### config.mk
export PLATFORM = sky130hd
export DESIGN_NAME = instr_encoder_flat
export DESIGN_NICKNAME = d
export VERILOG_FILES = /design/src/rtl/instr_encoder_pkg.sv /design/src/rtl/instr_encoder_if.sv /design/src/rtl/instr_encoder_pack.sv /design/src/rtl/instr_encoder.sv /design/src/flat_wrapper.sv
export SDC_FILE = /design/constraint.sdc
export NUM_CORES = 1
export LEC_CHECK = 0
export BUFFER_PORTS_ARGS = -buffer_cell sky130_fd_sc_hd__buf_2
export CAP_MARGIN = 20
export CORE_UTILIZATION = 40
export CTS_BUF_LIST = sky130_fd_sc_hd__clkbuf_8 sky130_fd_sc_hd__clkbuf_16
export CTS_CLUSTER_DIAMETER = 60
export CTS_CLUSTER_SIZE = 24
export DETAILED_ROUTE_END_ITERATION = 10
export PLACE_DENSITY = 0.62
export SLEW_MARGIN = 20
export SYNTH_ARGS = -nofsm -noshare
export SYNTH_HDL_FRONTEND = slang
export SYNTH_SLANG_ARGS = --single-unit
### constraint.sdc
create_clock -name clk_i -period 1.4 [get_ports clk_i]
set_input_delay 0.28 -clock clk_i [delete_from_list [all_inputs] [get_ports clk_i]]
set_output_delay 0.28 -clock clk_i [all_outputs]
set_load 0.02 [all_outputs]
### src/rtl/instr_encoder_pkg.sv
// Shared ISA definitions: op_sel encoding, opcode/funct constants, FSM states
// and the control decoder used by the CPU front end.
package instr_encoder_pkg;

  typedef enum logic [2:0] {
    OP_ADD  = 3'd0,
    OP_SUB  = 3'd1,
    OP_AND  = 3'd2,
    OP_OR   = 3'd3,
    OP_SLT  = 3'd4,
    OP_BEQ  = 3'd5,
    OP_ADDI = 3'd6,
    OP_SLTI = 3'd7
  } op_sel_e;

  localparam logic [5:0] OPC_RTYPE = 6'd0;
  localparam logic [5:0] OPC_BEQ   = 6'd4;
  localparam logic [5:0] OPC_ADDI  = 6'd8;
  localparam logic [5:0] OPC_SLTI  = 6'd10;

  localparam logic [5:0] FUNCT_ADD = 6'd32;
  localparam logic [5:0] FUNCT_SUB = 6'd34;
  localparam logic [5:0] FUNCT_AND = 6'd36;
  localparam logic [5:0] FUNCT_OR  = 6'd37;
  localparam logic [5:0] FUNCT_SLT = 6'd42;

  typedef enum logic [1:0] {
    S_IDLE  = 2'd0,
    S_WRITE = 2'd1,
    S_FULL  = 2'd2
  } enc_state_e;

  // Main-decoder control bundle driven from the opcode field.
  typedef struct packed {
    logic       reg_write;
    logic       reg_dst;   // 1: destination is rd, 0: rt
    logic       branch;
    logic       alu_src;   // 1: second operand is the immediate
    logic [2:0] alu_op;
  } ctrl_t;

  // CPU main decoder; unknown opcodes decode to an all-zero (no-op) bundle.
  function automatic ctrl_t decode_ctrl(input logic [5:0] opcode);
    ctrl_t c;
    c = '0;
    case (opcode)
      OPC_RTYPE: begin c.reg_write = 1'b1; c.reg_dst = 1'b1; c.alu_op = 3'b000; end
      OPC_BEQ:   begin c.branch = 1'b1; c.alu_op = 3'b001; end
      OPC_ADDI:  begin c.reg_write = 1'b1; c.alu_src = 1'b1; c.alu_op = 3'b010; end
      OPC_SLTI:  begin c.reg_write = 1'b1; c.alu_src = 1'b1; c.alu_op = 3'b011; end
      default:   c = '0;
    endcase
    return c;
  endfunction

endpackage

### src/rtl/instr_encoder_if.sv
// Request and instruction-memory write bundle of the instruction encoder.
interface instr_encoder_if #(
  parameter int DEPTH = 32
);
  import instr_encoder_pkg::*;

  localparam int CW = $clog2(DEPTH) + 1;

  logic          req_valid_i;
  logic          req_ready_o;
  op_sel_e       op_sel_i;
  logic [4:0]    rs_i;
  logic [4:0]    rt_i;
  logic [4:0]    rd_i;
  logic [15:0]   imm_i;
  logic          wr_en_o;
  logic [31:0]   wr_addr_o;
  logic [31:0]   wr_data_o;
  logic [CW-1:0] count_o;
  logic          full_o;

  // Requester side.
  modport master (
    output req_valid_i, op_sel_i, rs_i, rt_i, rd_i, imm_i,
    input  req_ready_o, wr_en_o, wr_addr_o, wr_data_o, count_o, full_o
  );

  // Encoder side.
  modport slave (
    input  req_valid_i, op_sel_i, rs_i, rt_i, rd_i, imm_i,
    output req_ready_o, wr_en_o, wr_addr_o, wr_data_o, count_o, full_o
  );

endinterface

### src/rtl/instr_encoder_pack.sv
// Purely combinational field packer: op_sel plus register/immediate fields
// into a 32-bit R-type or I-type instruction word.
module instr_pack
  import instr_encoder_pkg::*;
(
  input  op_sel_e     op_sel,
  input  logic [4:0]  rs,
  input  logic [4:0]  rt,
  input  logic [4:0]  rd,
  input  logic [15:0] imm,
  output logic [31:0] word
);

  // Select the instruction format and opcode/funct for the requested op.
  always_comb begin
    // NOTE: default assignment first so every path drives word and no latch is inferred.
    word = '0;
    case (op_sel)
      OP_ADD:  word = {OPC_RTYPE, rs, rt, rd, 5'd0, FUNCT_ADD};
      OP_SUB:  word = {OPC_RTYPE, rs, rt, rd, 5'd0, FUNCT_SUB};
      OP_AND:  word = {OPC_RTYPE, rs, rt, rd, 5'd0, FUNCT_AND};
      OP_OR:   word = {OPC_RTYPE, rs, rt, rd, 5'd0, FUNCT_OR};
      OP_SLT:  word = {OPC_RTYPE, rs, rt, rd, 5'd0, FUNCT_SLT};
      OP_BEQ:  word = {OPC_BEQ,   rs, rt, imm};
      OP_ADDI: word = {OPC_ADDI,  rs, rt, imm};
      OP_SLTI: word = {OPC_SLTI,  rs, rt, imm};
      default: word = '0;
    endcase
  end

endmodule

### src/rtl/instr_encoder.sv
// Instruction encoder: accepts encode requests, packs them into instruction
// words and streams them into instruction memory at consecutive addresses,
// stopping once DEPTH words have been written.
module instr_encoder
  import instr_encoder_pkg::*;
#(
  parameter int          DEPTH     = 32,
  parameter logic [31:0] BASE_ADDR = 32'd0
) (
  input  logic clk_i,
  input  logic rst_i,
  input  logic clear_i,
  instr_encoder_if.slave bus
);

  localparam int CW = $clog2(DEPTH) + 1;

  enc_state_e    state_q;
  logic          wr_en_q;
  logic [31:0]   wr_addr_q;
  logic [31:0]   wr_data_q;
  logic [31:0]   ptr_q;
  logic [CW-1:0] count_q;
  logic [31:0]   packed_word;
  logic          full;
  logic          ready;
  logic          accept;

  instr_pack u_pack (
    .op_sel (bus.op_sel_i),
    .rs     (bus.rs_i),
    .rt     (bus.rt_i),
    .rd     (bus.rd_i),
    .imm    (bus.imm_i),
    .word   (packed_word)
  );

  // Ready is gated by rst_i so nothing looks acceptable while reset is held.
  assign full   = (state_q == S_FULL);
  assign ready  = rst_i && !full && !clear_i;
  assign accept = bus.req_valid_i && ready;

  // Encoder FSM with registered write port, pointer and word count.
  always_ff @(posedge clk_i or negedge rst_i) begin
    if (!rst_i) begin
      state_q   <= S_IDLE;
      wr_en_q   <= 1'b0;
      wr_addr_q <= BASE_ADDR;
      wr_data_q <= '0;
      ptr_q     <= BASE_ADDR;
      count_q   <= '0;
    end else begin
      // NOTE: non-blocking assignments keep every register updating from pre-edge values.
      wr_en_q <= 1'b0;
      if (clear_i) begin
        // A write registered last edge is already on the port this cycle;
        // only the bookkeeping restarts.
        state_q <= S_IDLE;
        ptr_q   <= BASE_ADDR;
        count_q <= '0;
      end else if (accept) begin
        wr_en_q   <= 1'b1;
        wr_addr_q <= ptr_q;
        wr_data_q <= packed_word;
        ptr_q     <= ptr_q + 32'd4;
        count_q   <= count_q + CW'(1);
        // FULL coincides with the last write's strobe.
        state_q   <= (count_q == CW'(DEPTH - 1)) ? S_FULL : S_WRITE;
      end else if (state_q == S_WRITE) begin
        state_q <= S_IDLE;
      end
    end
  end

  assign bus.req_ready_o = ready;
  assign bus.wr_en_o     = wr_en_q;
  assign bus.wr_addr_o   = wr_addr_q;
  assign bus.wr_data_o   = wr_data_q;
  assign bus.count_o     = count_q;
  assign bus.full_o      = full;

endmodule

### src/flat_wrapper.sv
// flat-port wrapper written by rule: the top's interface ports become plain ports
module instr_encoder_flat import instr_encoder_pkg::*;
#(
  parameter int          DEPTH     = 32,
  parameter logic [31:0] BASE_ADDR = 32'd0
)
  (clk_i, rst_i, clear_i, bus_req_valid_i, bus_op_sel_i, bus_rs_i, bus_rt_i, bus_rd_i, bus_imm_i, bus_req_ready_o, bus_wr_en_o, bus_wr_addr_o, bus_wr_data_o, bus_count_o, bus_full_o);
  instr_encoder_if #(.DEPTH(DEPTH)) bus_i ();
  input  logic clk_i;
  input  logic rst_i;
  input  logic clear_i;
  input wire logic [$bits(bus_i.req_valid_i)-1:0] bus_req_valid_i;
  input wire logic [$bits(bus_i.op_sel_i)-1:0] bus_op_sel_i;
  input wire logic [$bits(bus_i.rs_i)-1:0] bus_rs_i;
  input wire logic [$bits(bus_i.rt_i)-1:0] bus_rt_i;
  input wire logic [$bits(bus_i.rd_i)-1:0] bus_rd_i;
  input wire logic [$bits(bus_i.imm_i)-1:0] bus_imm_i;
  output wire logic [$bits(bus_i.req_ready_o)-1:0] bus_req_ready_o;
  output wire logic [$bits(bus_i.wr_en_o)-1:0] bus_wr_en_o;
  output wire logic [$bits(bus_i.wr_addr_o)-1:0] bus_wr_addr_o;
  output wire logic [$bits(bus_i.wr_data_o)-1:0] bus_wr_data_o;
  output wire logic [$bits(bus_i.count_o)-1:0] bus_count_o;
  output wire logic [$bits(bus_i.full_o)-1:0] bus_full_o;
  assign bus_i.req_valid_i = bus_req_valid_i;
  assign bus_i.op_sel_i = bus_op_sel_i;
  assign bus_i.rs_i = bus_rs_i;
  assign bus_i.rt_i = bus_rt_i;
  assign bus_i.rd_i = bus_rd_i;
  assign bus_i.imm_i = bus_imm_i;
  assign bus_req_ready_o = bus_i.req_ready_o;
  assign bus_wr_en_o = bus_i.wr_en_o;
  assign bus_wr_addr_o = bus_i.wr_addr_o;
  assign bus_wr_data_o = bus_i.wr_data_o;
  assign bus_count_o = bus_i.count_o;
  assign bus_full_o = bus_i.full_o;
  instr_encoder #(.DEPTH(DEPTH), .BASE_ADDR(BASE_ADDR)) u_core (.clk_i(clk_i), .rst_i(rst_i), .clear_i(clear_i), .bus(bus_i));
endmodule
==> run summary <==
Worst-Margin Slew = 711 ps
final hold violation count = 0
io pins = 111
H-tree Lvls = 3
CTS Buf Count = 9
Synth Area in Adders = 0.00567
largest net degree at the start of global routing = 57
Final Net Count = 695
hold slack = 9.30 ps
n_diodes = 0
Async SR Flop Fraction = 1.00
Peak Freq = 610 MHz
Switch Pwr = 1.67 mW
Synth warnings = 0
synth-to-layout area growth = 53.4%
worst slack, placed = -187 ps
die area = 11500 um^2
Post-Synth XOR/XNOR Area = 0.0298
Wirelength per Cell = 15.2 um
gr ovfl total = 0
WP data arrival = 1900 ps
post-synthesis mux area share = 0.0196
total power draw = 5.83 mW
Worst-Skew Late Latency = 370 ps
Rel. slew slack = 0.526
worst setup margin = -238 ps
DR vias/cell = 5.01
peak supply drop = 536 uV
antenna violations before repair = 0
post-synth cell types = 40
P_int = 4.16 mW
Compound-Gate Fraction of Synth Area = 0.0507
Critical path buffers and inverters = 0
CP Capture Type = register
worst reg2reg startpoint = u_core.ptr_q[5]$_DFFE_PN0P_
crit path launch type = register
Synth Area in Simple Gates = 0.305
die outline width = 107 um
Max Cap Viol = 0
violated checks = setup timing
WP data required = 1660 ps
total core area = 10500 um^2
Tmin final = 1640 ps
Mapped Cells = 478
P_leak = 3.56 nW
number of global-route vias before repair = 3806
Initial Utilization = 0.420
Post-synth EDFFs = 0
area of placed instances = 5430 um^2
final slew viol count = 0
Mapped Area = 4420 um^2
clock buffer depth = 2
design area = 6780 um^2
HP Class = input pin to asynchronous set/reset pin
layout cells sized above 1 = 0.498
Final setup viols = 69
power per cell area = 861 nW/um^2
sw frac = 0.286
Slowest-stage cell, CP = dfrtp_1
DP Cell Count = 749
combinational family with the most area after synthesis = simple AND/OR/NAND/NOR gates
sequential fraction of the synthesis area = 0.555
max incr delay on CP = 450 ps
critical-path maximum fanout = 3
CTS tree = built
sequential share of power = 0.528
clk_skew = 14.4 ps
RSZ-0062 raised after global routing = true
root buf cell = clkbuf_8
Worst Setup SP = u_core.ptr_q[5]$_DFFE_PN0P_
GRT Util Overall = 0.202
DRC = 0
Syn Area/Cell = 9.24 um^2
First DRT Iteration DRCs = 139
Setup CP Type = register to register
combinational power share = 0.169
DIE HEIGHT = 107 um
final wirelength = 12.1 mm
outcome = finished, violations left
Clock Power Share = 0.304
port buffer count = 105
Finished Layout Cells = 796
routability cong. = 0.769
Tcrit/Tclk final = 1.17
CTS sink count = 98
post-route ant nets = 0
DR vias = 3989
number of detailed-routing iterations run before antenna repair = 4
largest delay contributor family on the critical path = simple AND/OR/NAND/NOR gates
CTS Hold Bufs = 0
Worst-path clk slew = 100 ps
CP Cell Sequence = nand4_1 -> nor3_4 -> nand3_2 -> or2_1 -> mux2_4
predominant post-synthesis flop cell = dfrtp_1
Synth Register Bits = 98
first-pass GRT wire length = 18.3 mm
detailed placement HPWL = 7.08 mm
Cell Rows = 37
## metrics by stage
step / setup TNS (ps) / utilization
CTS: -2610 / 0.579
finish: -6160 / 0.645
global placement: -2980 / 0.517
floorplan: -822 / -
detailed placement: -5280 / 0.517
global route: -11720 / 0.645
## power groups by stage
stage | clock, mW | sequential (mW) | combinational, mW
3_3_place_gp | 0 | 3.09 | 0.728
4_1_cts | 1.83 | 3.05 | 0.829
2_1_floorplan | 0 | 3.27 | 0.244
6_report | 1.77 | 3.08 | 0.984
5_1_grt | 1.96 | 3.09 | 1.07
3_5_place_dp | 0 | 3.10 | 0.742
## cells in the mapped netlist, types with 6 or more instances
| cell | count | area (um^2) |
|---|---|---|
| nand2_1 | 168 | 631 |
| o21ai_0 | 22 | 110 |
| a31oi_1 | 6 | 37.5 |
| buf_2 | 7 | 35.0 |
| xor2_1 | 11 | 96.3 |
| nand3b_1 | 7 | 52.6 |
| nand2b_1 | 10 | 62.6 |
| nand4_1 | 10 | 62.6 |
| nor2_1 | 30 | 113 |
| nor3_1 | 6 | 30.0 |
| nor2b_1 | 6 | 37.5 |
| mux2i_1 | 6 | 60.1 |
| dfrtp_1 | 98 | 2450 |
| nand3_1 | 21 | 105 |
| clkbuf_1 | 14 | 52.6 |
## per-layer routing
layer | vias up | GRT usage | wire length [um]
li1 | 1927 | - | -
met1 | 1954 | 0.278 | 5400
met2 | 98 | 0.320 | 6030
met3 | 10 | 0.0468 | 528
met4 | 0 | 0.0538 | 105
met5 | - | 0 | 0
## kinds of logic (layout without fill, tap and decap cells)
group                    Yosys count  in the layout
buffers and inverters             32            210
multiplexers                       8              8
AND/OR/NAND/NOR                  282            282
flip-flops                        98             98
AO/OA/AOI/OAI                     40             40
adder cells (fa/ha/maj)            2              2
other                              1              5
XOR/XNOR                          15             15
## layout by cell type, fill, tap and decap left out, types with 7 or more instances in the layout
master	n
nand2_1	107
buf_2	102
dfrtp_1	94
buf_4	49
nand2_2	44
nor2_1	21
nand2_4	17
buf_6	17
nand3_1	12
clkbuf_8	12
xor2_1	11
nand4_1	10
nand2b_1	9
o21ai_1	9
nand3_2	9
buf_12	9
nor3_4	8
nor2_4	7
o21ai_2	7
nand3b_1	7
## registers in the layout (all words and copies together), names as in the netlist
register / flops
u_core.bus.count_o: 6
u_core.bus.wr_addr_o: 30
u_core.bus.wr_data_o: 29
u_core.bus.wr_en_o: 1
u_core.ptr_q: 30
u_core.state_q: 2
## area by class of cell
type	instances	area, um^2
Tap cell	136	170
Inverter	4	30.0
Timing Repair Buffer	190	1540
Multi-Input combinational cell	352	2380
Clock inverter	4	26.3
Clock buffer	12	165
Fill cell	845	3730
Sequential cell	98	2460
## worst paths after layout
| kind | to | slack, ps | cells past startpoint |
|---|---|---|---|
| worst max-delay path | u_core.ptr_q[26]$_DFFE_PN0P_ | -240 | 5 |
| worst min-delay path | u_core.bus.wr_addr_o[29]$_DFFE_PN0P_ | 9 | 2 |
| worst max register to register | u_core.ptr_q[26]$_DFFE_PN0P_ | -240 | 5 |
| worst min register to register | u_core.bus.wr_addr_o[12]$_DFFE_PN0P_ | 470 | 2 |
| max in group asynchronous | u_core.ptr_q[10]$_DFFE_PN0P_ | 820 | 2 |
| min in group clk_i | u_core.bus.wr_data_o[22]$_DFFE_PN0P_ | 100 | 3 |
## repair_timing
action / in CTS / in global routing
resized for setup: 65 / 137
endpoints found under the setup margin: 59 / 92
hold endpoints to repair: 0 / 0
pin swaps: 24 / 69
cloned: 4 / 7
setup buffers: 14 / 11
No activity file was read; power rests on OpenSTA's default activity.
